### src/rtl/wishbone_line_arbiter.sv
// Round-robin arbiter sharing one line-wide classic Wishbone port between the I and D caches.
// Optional bus-wait timeout is compiled in with the WB_TIMEOUT_EN macro.
module wishbone_line_arbiter #(
    parameter int ADDR_W         = 12,
    parameter int LINE_W         = 128,
    parameter int SEL_W          = 16,
    parameter int TIMEOUT_CYCLES = 255
) (
    input  logic              clk,
    input  logic              rst_n,
    input  logic              i_read,
    input  logic [ADDR_W-1:0] i_address,
    output logic              i_resp,
    output logic [LINE_W-1:0] i_rdata,
    input  logic              d_read,
    input  logic              d_write,
    input  logic [ADDR_W-1:0] d_address,
    input  logic [LINE_W-1:0] d_wdata,
    input  logic [SEL_W-1:0]  d_sel,
    output logic              d_resp,
    output logic [LINE_W-1:0] d_rdata,
    output logic              err,
    output logic              wb_cyc,
    output logic              wb_stb,
    output logic              wb_we,
    output logic [ADDR_W-1:0] wb_adr,
    output logic [LINE_W-1:0] wb_dat_o,
    output logic [SEL_W-1:0]  wb_sel,
    input  logic [LINE_W-1:0] wb_dat_i,
    input  logic              wb_ack,
    input  logic              wb_rty
);

    typedef enum logic [1:0] {
        ST_IDLE  = 2'd0,
        ST_BUS   = 2'd1,
        ST_RETRY = 2'd2,
        ST_RESP  = 2'd3
    } state_t;

    localparam logic GNT_I = 1'b0;
    localparam logic GNT_D = 1'b1;

    state_t            state_q, state_d;
    logic              grant_q, grant_d;
    logic              last_q, last_d;
    logic              we_q, we_d;
    logic [ADDR_W-1:0] adr_q, adr_d;
    logic [LINE_W-1:0] dat_q, dat_d;
    logic [SEL_W-1:0]  sel_q, sel_d;
    logic [LINE_W-1:0] rdata_q, rdata_d;
    logic              timeout_hit;
    logic              i_pend, d_pend;

    assign i_pend = i_read;
    assign d_pend = d_read | d_write;

    always_comb begin
        state_d = state_q;
        grant_d = grant_q;
        last_d  = last_q;
        we_d    = we_q;
        adr_d   = adr_q;
        dat_d   = dat_q;
        sel_d   = sel_q;
        rdata_d = rdata_q;
        case (state_q)
            ST_IDLE: begin
                if (i_pend || d_pend) begin
                    // I wins when alone, or on a tie when D was served last
                    if (i_pend && (!d_pend || last_q == GNT_D)) begin
                        grant_d = GNT_I;
                        we_d    = 1'b0;
                        adr_d   = i_address;
                        dat_d   = '0;
                        sel_d   = '1;
                    end else begin
                        grant_d = GNT_D;
                        we_d    = d_write;
                        adr_d   = d_address;
                        dat_d   = d_wdata;
                        sel_d   = d_sel;
                    end
                    rdata_d = '0;
                    state_d = ST_BUS;
                end
            end
            ST_BUS: begin
                if (wb_ack) begin
                    rdata_d = we_q ? '0 : wb_dat_i;
                    state_d = ST_RESP;
                end else if (timeout_hit) begin
                    rdata_d = '0;
                    state_d = ST_RESP;
                end else if (wb_rty) begin
                    state_d = ST_RETRY;
                end
            end
            ST_RETRY: begin
                if (timeout_hit) begin
                    rdata_d = '0;
                    state_d = ST_RESP;
                end else begin
                    state_d = ST_BUS;
                end
            end
            ST_RESP: begin
                last_d  = grant_q;
                state_d = ST_IDLE;
            end
            default: state_d = ST_IDLE;
        endcase
    end

    always_ff @(posedge clk or negedge rst_n) begin
        if (!rst_n) begin
            state_q <= ST_IDLE;
            grant_q <= GNT_I;
            last_q  <= GNT_D;
            we_q    <= 1'b0;
            adr_q   <= '0;
            dat_q   <= '0;
            sel_q   <= '0;
            rdata_q <= '0;
        end else begin
            state_q <= state_d;
            grant_q <= grant_d;
            last_q  <= last_d;
            we_q    <= we_d;
            adr_q   <= adr_d;
            dat_q   <= dat_d;
            sel_q   <= sel_d;
            rdata_q <= rdata_d;
        end
    end

`ifdef WB_TIMEOUT_EN
    localparam int CNT_W = ($clog2(TIMEOUT_CYCLES + 1) > 8) ? $clog2(TIMEOUT_CYCLES + 1) : 8;

    logic [CNT_W-1:0] cnt_q, cnt_d;
    logic             err_q, err_d;

    // cnt_q counts completed BUS/RETRY cycles; the last allowed one is TIMEOUT_CYCLES-1
    assign timeout_hit = (cnt_q >= CNT_W'(TIMEOUT_CYCLES - 1));

    always_comb begin
        cnt_d = cnt_q;
        err_d = err_q;
        case (state_q)
            ST_IDLE: begin
                cnt_d = '0;
                err_d = 1'b0;
            end
            ST_BUS: begin
                cnt_d = cnt_q + 1'b1;
                err_d = timeout_hit && !wb_ack;
            end
            ST_RETRY: begin
                cnt_d = cnt_q + 1'b1;
                err_d = timeout_hit;
            end
            default: ;
        endcase
    end

    always_ff @(posedge clk or negedge rst_n) begin
        if (!rst_n) begin
            cnt_q <= '0;
            err_q <= 1'b0;
        end else begin
            cnt_q <= cnt_d;
            err_q <= err_d;
        end
    end

    assign err = (state_q == ST_RESP) && err_q;
`else
    assign timeout_hit = 1'b0;
    // Without the timeout the limit has no role and err is constant low
    assign err = (TIMEOUT_CYCLES < 0);
`endif

    assign wb_cyc   = (state_q == ST_BUS);
    assign wb_stb   = wb_cyc;
    assign wb_we    = we_q;
    assign wb_adr   = adr_q;
    assign wb_dat_o = dat_q;
    assign wb_sel   = sel_q;

    assign i_resp  = (state_q == ST_RESP) && (grant_q == GNT_I);
    assign d_resp  = (state_q == ST_RESP) && (grant_q == GNT_D);
    assign i_rdata = i_resp ? rdata_q : '0;
    assign d_rdata = d_resp ? rdata_q : '0;

endmodule

### config.mk
export PLATFORM = sky130hd
export DESIGN_NAME = wishbone_line_arbiter
export DESIGN_NICKNAME = d
export VERILOG_FILES = /design/src/rtl/wishbone_line_arbiter.sv
export SDC_FILE = /design/constraint.sdc
export NUM_CORES = 1
export LEC_CHECK = 0
export CAP_MARGIN = 20
export CORE_AREA = 2 2 278 280
export DETAILED_ROUTE_END_ITERATION = 8
export DIE_AREA = 0 0 280 282
export GPL_ROUTABILITY_DRIVEN = 0
export PLACE_DENSITY_LB_ADDON = 0.15
export SLEW_MARGIN = 10
export SYNTH_ARGS = -nofsm -noshare
export SYNTH_HDL_FRONTEND = slang
export SYNTH_SLANG_ARGS = --single-unit
### constraint.sdc
create_clock -name clk -period 1.63 [get_ports clk]
set_input_delay 0.326 -clock clk [delete_from_list [all_inputs] [get_ports clk]]
set_output_delay 0.326 -clock clk [all_outputs]
set_load 0.01 [all_outputs]
==> impl_metrics.csv <==
group,metric,value,unit
status,status,"finished with violations",
status,violations,"negative setup slack",
sta,rsz0062_at_grt,"yes",
final_layout,drive_above_1_share,31.1,%
critical_path,cpPeakStageDelay,0.50,ns
sta,skew,0.0174,ns
global_route,grt.overflow.total,0,
cts,cts_buffer_depth,3,
power_and_ir_drop,p_per_area,1850,nW/um^2
hold_path,hold_path_class,"in -> async",
logic_synthesis,netlist.area_leader.share,54.5,%
logic_synthesis,synth_top_family_by_area,"simple AND/OR/NAND/NOR gates",
floorplan,pin_count,721,
sta,finalCriticalPeriod,2.38,ns
logic_synthesis,synth-edff-count,0,
detailed_routing,ant_nets,0,
logic_synthesis,syn_avg_cell_area,10.5,um^2
cts,clkTransAtPathRegs,0.06,ns
critical_path,worstSetupPathType,"reg -> out",
placed_design,portBuffers,719,
final_layout,syn_to_final_growth,86.7,%
critical_path,worst_path_dominant_cell_family,"buffers and inverters",
detailed_routing,drc,0,
logic_synthesis,syn_inst,1263,
logic_synthesis,synth_fp_nets,1566,
critical_path,critPathArrivalTime,2.06,ns
sta,drv_slew,0,
floorplan,die_w,280,um
global_route,grt_pass1_wl,91400,um
critical_path,crit_cells,7,
logic_synthesis,synth_area,13200,um^2
sta,fin_ws,-0.754,ns
logic_synthesis,synth_xor_area_share,0,%
power_and_ir_drop,p_leak,11.3,nW
cts,cts-buffers-inserted,37,
global_route,grt_max_degree,63,
detailed_routing,wl,65900,um
critical_path,critPathLaunchType,"register",
critical_path,cp_cell_sequence,"and3_4, buf_6, buf_6, clkbuf_16, buf_4, and2_4, buf_6",
detailed_routing,wl_per_cell,21.3,um
placed_design,dp_slack,-0.791,ns
floorplan,initial_core_util,17.5,%
logic_synthesis,seq_area_frac_synth,54.7,%
job,cap_violations,0,
power_and_ir_drop,comb_power_share,54.3,%
cts,clockRootBuffer,"clkbuf_16",
sta,setup_viol,641,
logic_synthesis,yosys.area_share.simple,15.7,%
sta,min_period_over_period,146,%
logic_synthesis,synth.top_cells.by_count,"dfrtp_1, inv_1, nand2_1",
power_and_ir_drop,clockPowerShare,17.7,%
final_layout,fin_util,32.6,%
critical_path,cpMostUsedCell,"buf_6",
logic_synthesis,yosysUniqueCellTypes,31,
critical_path,crit_path_max_fanout,6,
critical_path,slowest_stage,"dfrtp_4",
critical_path,r2r_cells,7,
global_route,antenna_found_initial,3,
cts,insertion_delay,0.54,ns
logic_synthesis,async_reset_ff_share,100,%
logic_synthesis,synthAdderAreaFrac,0,%
global_route,grt_pass1_vias,13800,
cts,cts_max_level,2,
global_route,track_usage,15.4,%
cts,cts_tree,"done",
logic_synthesis,synth_compound_area_share,11.5,%
logic_synthesis,ys_top_cells_by_area,"dfrtp_1, mux2i_1, a22o_1",
placed_design,dp_hpwl,47800,um
sta,hold_violations,0,
critical_path,crit_required,1.30,ns
sta,tns,-197.25,ns
detailed_routing,viasPerCell,4.13,
power_and_ir_drop,p_int,27.7,mW
logic_synthesis,synthMuxAreaShare,9.69,%
detailed_routing,dr.pass1.iters,4,
floorplan,rows,101,
floorplan,core_area,75700,um^2
power_and_ir_drop,swShare,39.2,%
logic_synthesis,ys.flop_type,"dfrtp_1",
cts,cts.sinks,289,
sta,holdWs,0.235,ns
floorplan,die-area,79000,um^2
floorplan,die_h,282,um
logic_synthesis,synth.most_common_cell,"dfrtp_1",
power_and_ir_drop,netSwitchingPower,17.9,mW
placed_design,placedInstanceArea,22500,um^2
logic_synthesis,synth_seq_cells,289,
power_and_ir_drop,seqPwrFrac,28.0,%
critical_path,crit_buf_inv,5,
detailed_routing,vias,12800,
logic_synthesis,yosys_warnings,0,
sta,max_freq,419,MHz
power_and_ir_drop,ir_drop,735,uV
critical_path,end_kind,"output pin",
detailed_routing,drt_iter0_markers,514,
final_layout,final_area,24700,um^2
logic_synthesis,synth_area_leader_cell,"dfrtp_1",
final_layout,fin_nets,2388,
[per-stage QoR]
stage	power [mW]	instances
after global placement	34.3	2964
final	45.6	3090
after CTS	44.4	3063
after global routing	48.5	3089
after detailed placement	34.4	2964
after floorplan	22.4	1263
[state kept, by name, summed over array words and instances (netlist names)]
signal	cells
wb_we	1
grant_q	1
rdata_q	128
wb_sel	16
last_q	1
wb_dat_o	128
state_q	2
wb_adr	12
[worst paths after layout]
path | startpoint | endpoint | slack [ns]
worst min-delay path | rst_n | wb_dat_o[6] | 0.23
worst min register to register | wb_dat_o[124] | wb_dat_o[124] | 0.50
worst max register to register | state_q[0] | rdata_q[83] | -0.23
max in group asynchronous | rst_n | rdata_q[78] | 0.64
worst max-delay path | grant_q | d_rdata[95] | -0.75
min in group clk | wb_dat_i[120] | rdata_q[120] | 0.33
[power groups by stage]
stage / registers [mW] / logic (mW) / clock network (mW)
2_1_floorplan: 12.9 / 9.52 / 0
3_3_place_gp: 12.8 / 21.5 / 0
3_5_place_dp: 12.8 / 21.7 / 0
4_1_cts: 12.8 / 23.2 / 8.41
5_1_grt: 13.2 / 26.6 / 8.66
6_report: 12.8 / 24.8 / 8.07
[what timing repair did]
item	CTS	global route
buffers inserted	28	24
gates cloned	6	11
hold endpoints to repair	62	0
pin swaps	5	27
hold buffers	1	0
gates resized for setup	665	561
endpoints found under the setup margin	672	703
[metal layers]
layer / track usage, % / up-vias / wire, um
met5: 0 / - / 28
met4: 4.65 / 4 / 1700
met3: 5.34 / 83 / 5290
met2: 27.7 / 505 / 33300
met1: 17.2 / 6272 / 25600
li1: - / 5899 / -
[layout make-up]
cell class	instances	area, um^2
Tap cell	978	1220
Sequential cell	289	7240
Clock buffer	53	1080
Inverter	131	494
Antenna cell	2	5.00
Clock inverter	11	93.8
Multi-Input combinational cell	730	5820
Timing Repair Buffer	896	8740
Fill cell	7780	51000
[cells in the final DEF (no fill, tap or decap), types with 11 or more instances in the layout]
cell type	count
mux2i_1	128
dfrtp_1	286
nor3_2	81
and2_4	39
buf_12	53
a22o_1	129
nand2_1	129
nand3_1	12
and2_1	90
o22a_1	16
buf_2	131
buf_4	90
clkbuf_16	46
inv_1	130
nor3_1	14
nor3_4	33
clkbuf_2	57
buf_6	66
clkdlybuf4s15_2	11
a31oi_1	12
o21ai_0	12
clkdlybuf4s50_1	458
a21oi_1	13
[logic make-up (layout without fill, tap and decap cells)]
group	Yosys count	count (layout)
AO/OA/AOI/OAI	188	188
flip-flops	289	289
other	1	3
AND/OR/NAND/NOR	413	413
multiplexers	128	128
buffers and inverters	244	1091
No activity file was read; power rests on OpenSTA's default activity.
